==> config.mk <==
export PLATFORM = sky130hd
export DESIGN_NAME = instr_loader
export DESIGN_NICKNAME = d
export VERILOG_FILES = /design/src/rtl/instr_loader.sv
export SDC_FILE = /design/constraint.sdc
export NUM_CORES = 1
export LEC_CHECK = 0
export CAP_MARGIN = 20
export CORE_ASPECT_RATIO = 2
export CORE_MARGIN = 2
export CORE_UTILIZATION = 47
export DETAILED_ROUTE_END_ITERATION = 8
export GPL_ROUTABILITY_DRIVEN = 1
export GPL_TIMING_DRIVEN = 0
export MAX_ROUTING_LAYER = met4
export PLACE_DENSITY = 0.75
export SKIP_CTS_REPAIR_TIMING = 1
export SYNTH_ARGS = -nofsm -noshare
export SYNTH_HDL_FRONTEND = slang
export SYNTH_SLANG_ARGS = --single-unit
==> constraint.sdc <==
create_clock -name clk -period 2.15 [get_ports clk]
set_clock_uncertainty 0.15 [all_clocks]
set_input_delay 0.215 -clock clk [delete_from_list [all_inputs] [get_ports clk]]
set_output_delay 0.215 -clock clk [all_outputs]
set_load 0.02 [all_outputs]
==> src/rtl/instr_loader.sv <==
// instr_loader: byte-serial program loader for MIPS instruction memory.
// Assembles big-endian bytes into 32-bit words and writes each legal word
// to consecutive word addresses starting at BASE_ADDR. A word of all ones
// ends the session.
// Optional feature macro: ILLEGAL_CHECK_EN. When it is defined, words outside
// the decoder's opcode/func set are rejected. When it is undefined, every
// non-marker word is written and err_illegal is tied low.
module instr_loader #(
    parameter int ADDR_W    = 8,
    parameter int BASE_ADDR = 0
) (
    input  logic              clk,
    input  logic              rst_n,
    input  logic              start,
    input  logic [7:0]        byte_in,
    input  logic              byte_valid,
    output logic              byte_ready,
    output logic              imem_we,
    output logic [ADDR_W-1:0] imem_addr,
    output logic [31:0]       imem_wdata,
    output logic              busy,
    output logic              done,
    output logic              err_full,
    output logic              err_illegal,
    output logic [ADDR_W:0]   word_count
);

    localparam logic [ADDR_W-1:0] LP_BASE = ADDR_W'(BASE_ADDR);
    localparam logic [ADDR_W-1:0] LP_LAST = '1;
    localparam logic [31:0]       LP_MARK = 32'hFFFF_FFFF;

    typedef enum logic [1:0] {
        S_IDLE  = 2'd0,
        S_LOAD  = 2'd1,
        S_WRITE = 2'd2,
        S_DONE  = 2'd3
    } state_t;

    state_t              r_state;
    state_t              w_state_next;

    logic [23:0]         r_word;        // bytes already received for this word
    logic [1:0]          r_byte_cnt;
    logic [ADDR_W-1:0]   r_ptr;
    logic                r_full;        // last slot has been written
    logic [ADDR_W:0]     r_word_count;
    logic                r_err_full;
    logic [ADDR_W-1:0]   r_imem_addr;
    logic [31:0]         r_imem_wdata;

    logic [31:0]         w_word;
    logic                w_accept;
    logic                w_last_byte;
    logic                w_marker;
    logic                w_illegal;
    logic                w_start_session;
    logic                w_go_write;
    logic                w_set_err_full;
    logic                w_set_err_illegal;

`ifdef ILLEGAL_CHECK_EN
    logic                r_err_illegal;

    // Opcode/func set the CPU control decoder understands.
    function automatic logic f_is_legal(input logic [31:0] word);
        logic [5:0] op;
        logic [5:0] fn;
        op = word[31:26];
        fn = word[5:0];
        case (op)
            6'd0:    f_is_legal = (fn == 6'd32) || (fn == 6'd34) ||
                                  (fn == 6'd42) || (fn == 6'd8);
            6'd2, 6'd3, 6'd4, 6'd5, 6'd8, 6'd10, 6'd35, 6'd43:
                     f_is_legal = 1'b1;
            default: f_is_legal = 1'b0;
        endcase
    endfunction

    assign w_illegal = !f_is_legal(w_word);
`else
    assign w_illegal = 1'b0;
`endif

    // Word as it stands once the current byte is appended.
    assign w_word      = {r_word, byte_in};
    // A byte presented alongside start is dropped with the old session.
    assign w_accept    = (r_state == S_LOAD) && byte_valid && !start;
    assign w_last_byte = w_accept && (r_byte_cnt == 2'd3);
    assign w_marker    = (w_word == LP_MARK);

    // State register.
    always_ff @(posedge clk or negedge rst_n) begin
        if (!rst_n) begin
            r_state <= S_IDLE;
        end else begin
            r_state <= w_state_next;
        end
    end

    // Next-state decode and per-cycle control strobes.
    always_comb begin
        w_state_next      = r_state;
        w_start_session   = 1'b0;
        w_go_write        = 1'b0;
        w_set_err_full    = 1'b0;
        w_set_err_illegal = 1'b0;
        case (r_state)
            S_IDLE: begin
                if (start) begin
                    w_state_next    = S_LOAD;
                    w_start_session = 1'b1;
                end
            end
            S_LOAD: begin
                if (start) begin
                    w_state_next    = S_LOAD;
                    w_start_session = 1'b1;
                end else if (w_last_byte) begin
                    if (w_marker) begin
                        w_state_next = S_DONE;
                    end else if (w_illegal) begin
                        w_set_err_illegal = 1'b1;
                    end else if (r_full) begin
                        w_set_err_full = 1'b1;
                        w_state_next   = S_DONE;
                    end else begin
                        w_go_write   = 1'b1;
                        w_state_next = S_WRITE;
                    end
                end
            end
            // start is ignored here so the pending write always lands.
            S_WRITE: begin
                w_state_next = S_LOAD;
            end
            S_DONE: begin
                if (start) begin
                    w_state_next    = S_LOAD;
                    w_start_session = 1'b1;
                end
            end
            default: begin
                w_state_next = S_IDLE;
            end
        endcase
    end

    // Word assembly, write pointer, counters and registered write port.
    always_ff @(posedge clk or negedge rst_n) begin
        if (!rst_n) begin
            r_word       <= '0;
            r_byte_cnt   <= '0;
            r_ptr        <= LP_BASE;
            r_full       <= 1'b0;
            r_word_count <= '0;
            r_err_full   <= 1'b0;
            r_imem_addr  <= '0;
            r_imem_wdata <= '0;
        end else if (w_start_session) begin
            r_word       <= '0;
            r_byte_cnt   <= '0;
            r_ptr        <= LP_BASE;
            r_full       <= 1'b0;
            r_word_count <= '0;
            r_err_full   <= 1'b0;
        end else begin
            if (w_accept) begin
                r_word     <= w_word[23:0];
                r_byte_cnt <= r_byte_cnt + 2'd1;
            end
            if (w_go_write) begin
                r_imem_addr  <= r_ptr;
                r_imem_wdata <= w_word;
            end
            if (w_set_err_full) begin
                r_err_full <= 1'b1;
            end
            // Pointer saturates at the last slot; the full flag blocks the next word.
            if (r_state == S_WRITE) begin
                r_word_count <= r_word_count + 1'b1;
                if (r_ptr == LP_LAST) begin
                    r_full <= 1'b1;
                end else begin
                    r_ptr <= r_ptr + 1'b1;
                end
            end
        end
    end

`ifdef ILLEGAL_CHECK_EN
    // Sticky flag for rejected words, cleared only by a new session.
    always_ff @(posedge clk or negedge rst_n) begin
        if (!rst_n) begin
            r_err_illegal <= 1'b0;
        end else if (w_start_session) begin
            r_err_illegal <= 1'b0;
        end else if (w_set_err_illegal) begin
            r_err_illegal <= 1'b1;
        end
    end

    assign err_illegal = r_err_illegal;
`else
    assign err_illegal = 1'b0;
`endif

    assign byte_ready = (r_state == S_LOAD);
    assign imem_we    = (r_state == S_WRITE);
    assign busy       = (r_state == S_LOAD) || (r_state == S_WRITE);
    assign done       = (r_state == S_DONE);
    assign imem_addr  = r_imem_addr;
    assign imem_wdata = r_imem_wdata;
    assign err_full   = r_err_full;
    assign word_count = r_word_count;

endmodule
=== After elaboration in Yosys (flattened, before gate mapping) ===
Cells that the tools add are included.

* Input port bits: 12
* Word-level logic and storage cells: 70
* Register bits: 87

* Mux-type cells: 32
* Equality and inequality tests: 9
* Reductions and logical operators: 16
* Add/subtract/negate cells: 3
* Bitwise gates (word level): 1

{| class="wikitable"
|+ Operator list
! operator !! count
|-
| two-way mux 24 bit || 2
|-
| equality test 32 bit, second input constant || 1
|-
| two-way mux 8 bit || 3
|-
| two-way mux 1 bit || 19
|-
| two-way mux 9 bit || 2
|-
| two-way mux 2 bit || 5
|-
| adder 9 x 1 -> 9 bit, second input constant || 1
|-
| adder 8 x 1 -> 8 bit, second input constant || 1
|-
| equality test 8 bit, second input constant || 1
|-
| AND reduction 2 bit || 4
|-
| nonzero test 2 bit || 4
|-
| equality test 2 bit, second input constant || 3
|-
| one-hot mux 2 bit (3 select lines) || 1
|-
| logical AND 1 bit || 3
|-
| inequality test 3 x 2 -> 1 bit, second input constant || 1
|-
| OR reduction 3 bit || 1
|-
| adder 2 x 1 -> 2 bit, second input constant || 1
|-
| equality test 2 x 1 -> 1 bit, second input constant || 1
|-
| zero test 2 bit || 1
|-
| inequality test 2 x 1 -> 1 bit, second input constant || 1
|-
| inequality test 2 bit, second input constant || 1
|-
| OR reduction 2 bit || 1
|-
| zero test 1 bit || 1
|-
| logical OR 1 bit || 1
|-
| NOT 1 bit || 1
|}

=== Depth between registers and ports, before layout ===
* Word-level depth: 9
* Mapped depth: 7

=== Worst setup path before layout ===
Ideal clock, no wire load.

* Path type: register to register
* Start: reg r_state[1]
* End: reg r_imem_addr[0] (netlist: imem_addr[0])
* Slack: 0.130 ns
* Cell stages (with the launch flop): 7
* Arrival time: 1.745 ns
* Buffers on the path: 1
* Period minus slack after synthesis: 2.020 ns
* Data required time: 1.875 ns
* Cells stage by stage: dfrtp_1 -> inv_1 -> ha_1 -> nor3b_1 -> o2111a_2 -> buf_6 -> mux2_4

* Cells in the longest elaborated chain, start to end: 8
* Elaborated cells between the ends (all ways): 13

{| class="wikitable"
|+ Ends and longest elaborated chain
! element !! RTL line !! text
|-
| from (decl) || 39 || <nowiki>state_t r_state;</nowiki>
|-
| from (signal assigned) || 96 || <nowiki>r_state <= w_state_next;</nowiki>
|-
| equality test 2 x 1 -> 1 bit (*) || - ||
|-
| net byte_ready || 17 || <nowiki>output logic byte_ready,</nowiki>
|-
| logical AND 1 bit (2 in series) || 87 || <nowiki>assign w_accept = (r_state == S_LOAD) && byte_valid && !start;</nowiki>
|-
| logical AND 1 bit || 88 || <nowiki>assign w_last_byte = w_accept && (r_byte_cnt == 2'd3);</nowiki>
|-
| two-way mux 1 bit || 118 || <nowiki>end else if (w_last_byte) begin</nowiki>
|-
| two-way mux 1 bit || 115 || <nowiki>if (start) begin</nowiki>
|-
| two-way mux 1 bit || 107 || <nowiki>case (r_state)</nowiki>
|-
| AND reduction 2 bit (no source line) (*) || - ||
|-
| to (signal assigned) || 172 || <nowiki>r_imem_addr <= r_ptr;</nowiki>
|-
| to (decl) || 48 || <nowiki>logic [ADDR_W-1:0] r_imem_addr;</nowiki>
|}

Mark *: on every way through the listed nets, which the timed path passes. The rest lies on a longest branch.
A chain may end at the register's enable or synchronous reset.

=== Worst setup path after layout ===
* Start: reg r_word[13]
* End: reg r_imem_wdata[19] (netlist: imem_wdata[19])

* Cells in the longest elaborated chain, start to end: 6

{| class="wikitable"
|+ Ends and longest elaborated chain
! element !! RTL line !! text
|-
| from (decl) || 42 || <nowiki>logic [23:0] r_word;</nowiki>
|-
| from (signal assigned) || 168 || <nowiki>r_word <= w_word[23:0];</nowiki>
|-
| equality test 32 bit || 89 || <nowiki>assign w_marker = (w_word == LP_MARK);</nowiki>
|-
| two-way mux 1 bit || 119 || <nowiki>if (w_marker) begin</nowiki>
|-
| two-way mux 1 bit || 118 ||
|-
| two-way mux 1 bit || 115 ||
|-
| two-way mux 1 bit || 107 ||
|-
| AND reduction 2 bit (no source line) || - ||
|-
| to (signal assigned) || 173 || <nowiki>r_imem_wdata <= w_word;</nowiki>
|-
| to (decl) || 49 || <nowiki>logic [31:0] r_imem_wdata;</nowiki>
|}

No other way between the ends.

==> results.md <==
* Die X at between 60 and 70 um
* Failing checks: negative setup slack
* Vias in the first global route at between 2000 and 3000
* Routed via count at 2864
* Clock latency on the worst-skew pair at about 0.33 ns
* Placement Setup Slack at -0.446 ns
* Critical path arrival at ~2.3 ns
* Max_slew headroom at 0.655
* GRT Total Usage at 0.224
* Netlist cell types at 40
* H-tree levels at 3
* Post-route ant nets at 0
* Commonest non-fill, non-tap cells in the layout: dfrtp_1, nand2_1, clkdlybuf4s50_1, mux2_4, nand3_1
* Synth area leaders: dfrtp_1, mux2_4, nand2_1
* Least-Margin Pin Slew at around 0.52 ns
* Initial Utilization at 0.484
* Post-Synth XOR/XNOR Area at 0.00456
* Synthesized area at slightly below 4000 um^2
* # setup viols final at 39
* Core box area at ~7900 um^2
* Status: complete, but fails checks
* Max_cap viols at 0
* Sequential share of the synthesized area at 0.566
* First-pass GRT wire length at approximately 14 mm
* Maximum root-to-sink buffer count at 2
* Largest family of logic cells by synthesized area: multiplexers
* Sink Count at 87
* P_leak at approximately 2.4 nW
* Num rows at 46
* Final Cycle Share at 1.03
* Final Hold Vio Count at 0
* Grt total ovfl at 0
* Area after DPL at around 4600 um^2
* Syn_nets at between 300 and 400
* Synth Warn # at 0
* Nets at about 430
* Fin. max-slew vios at 0
* Post-Place Cells at around 490
* Yosys top cell area share at 0.566
* Number of flops mapped to enable cells by yosys at 0
* PD cells at ~700 nW/um^2
* Post-route insts no fill at 513
* HPWL Detailed at 6.40 mm
* Final WL at just under 9 mm
* Fraction of synthesized area in multiplexers at 0.171
* Ys async rst share at 1.00
* Clock transition at the registers of the reported paths at 0.06 ns
* Simple-Gate Fraction of Synth Area at 0.153
* Post-synthesis register bit count at between 80 and 90
* Hold WC Path Type: in -> reg
* Setup TNS at -2.12 ns
* Diodes inserted at 0
* Post-synth top flop: dfrtp_1
* Crit path largest cell delay at 0.55 ns
* Clock buffer count from CTS at 9
* CP cell instances: nand4_1 -> or4_4 -> o2111a_2 -> buf_6 -> mux2_4
* Min Tclk post-route at 2.22 ns
* Clk root buf: clkbuf_16
* Die Y at approximately 130 um
* Remaining DRCs at 0
* First-pass DRT Iterations at 4
* Crit-path max FO at 10
* Critical-path top delay cell: or4_4
* Syn Area/Cell at between 10 and 15 um^2
* Gate Count Post-Synth at about 330
* Initial antenna violation count at 0
* Util after Layout at 0.634
* WL per Instance at around 17 um
* RSZ-0062 raised after global routing: true
* Synth-to-layout area growth at 31.0%
* Fmax achieved at 451 MHz
* CP endpoint kind: register
* Largest net degree at the start of global routing at 58
* Share of layout cells above drive strength 1 at 0.182
* Leading area contributor after synthesis: dfrtp_1
* TritonCTS clock tree: built
* Final GP Congestion at around 0.9
* Synth Area in Compound Gates at 0.0544
* Design Area, Final at between 5000 and 6000 um^2
* Synth Area in Adders at 0.0195
* I/O Buffers at 65
* Worst VDD drop at about 0.44 mV
* Initial DRC count at 209
* Worst path required time at between 2 and 2.5 ns
* Die area at ~9000 um^2
* Top-Level Pins at 67
* Element type at the critical path start: register
* Worst Setup Path Type: reg -> reg
* Via-to-Cell Ratio at about 5.6
* Commonest non-fill, non-tap cell in the layout: dfrtp_1
* Setup ws final at -0.0658 ns
[layer usage]
metal | track usage | wire [um]
met1 | 0.252 | 3270
met2 | 0.362 | 4890
met3 | 0.0222 | 331
met4 | 0.144 | 408
met5 | - | 0
[through the flow]
| stage | total power, mW | hold slack, ns |
|---|---|---|
| 2_1_floorplan | 1.94 | -0.231 |
| 3_3_place_gp | 2.11 | 0.317 |
| 3_5_place_dp | 2.13 | 0.0365 |
| 4_1_cts | 3.54 | -0.317 |
| 5_1_grt | 3.65 | 0.0349 |
| 6_report | 3.52 | 0.0117 |
[flip-flops by register name (all words and copies together) (netlist names)]
signal      count
r_state         2
r_full          1
r_byte_cnt      2
word_count      9
r_ptr           8
r_word         24
imem_wdata     32
imem_addr       8
err_full        1
[cells in the mapped netlist (3+ instances only)]
master and count:
nor2_1 7, nand3_1 29, o21ai_0 3, buf_6 4, a21oi_1 9, inv_1 5
nand4_1 13, dfrtp_1 87, ha_1 6, mux2i_1 6, mux2_4 39, o21ai_1 6
clkbuf_1 10, nand2_1 67
[worst max-delay path, delay by kind of cell, from the launching register on]
kind                   cells  cell delay [ns]
AND/OR/NAND/NOR            2             0.67
flip-flops                 1             0.41
AO/OA/AOI/OAI              1             0.37
multiplexers               1             0.31
buffers and inverters      1             0.19
[final cells by class]
class | instances | area (um^2)
fill | 649 | 2910
sequential | 87 | 2180
multi-input combinational | 216 | 1560
timing repair buffer | 78 | 783
clock buffer | 13 | 260
tap | 96 | 120
buffer | 16 | 108
inverter | 6 | 22.5
clock inverter | 1 | 5.00
[power breakdown]
part           switching [mW]  internal, mW
combinational           0.184         0.176
sequential             0.0528          1.70
clock                   0.577         0.831
total                   0.814          2.71
[cells by family (layout without fill, tap and decap cells)]
kind of cell / count (synthesis) / count (layout)
and+or+nand+nor: 128 / 128
other: 1 / 1
muxes: 46 / 46
xor gates and xnor gates: 2 / 2
buffers and inverters: 22 / 114
AOI/OAI and AO/OA: 33 / 33
adders and majority gates: 6 / 6
DFF: 87 / 87
[final timing paths]
path                                            from                          to  slack [ns]  depth (start not counted)
setup / recovery              r_word[13]$_DFFE_PN0P_  imem_wdata[19]$_DFFE_PN0P_       -0.07                          5
hold / removal                            byte_in[6]       r_word[6]$_DFFE_PN0P_        0.01                          3
setup reg to reg              r_word[13]$_DFFE_PN0P_  imem_wdata[19]$_DFFE_PN0P_       -0.07                          5
hold reg to reg            word_count[8]$_DFFE_PN0P_   word_count[8]$_DFFE_PN0P_        0.32                          1
max in group asynchronous                      rst_n  imem_wdata[27]$_DFFE_PN0P_        1.02                          3
min in group asynchronous                      rst_n   imem_wdata[4]$_DFFE_PN0P_        0.21                          2
Power figures use the tool's default switching activity.
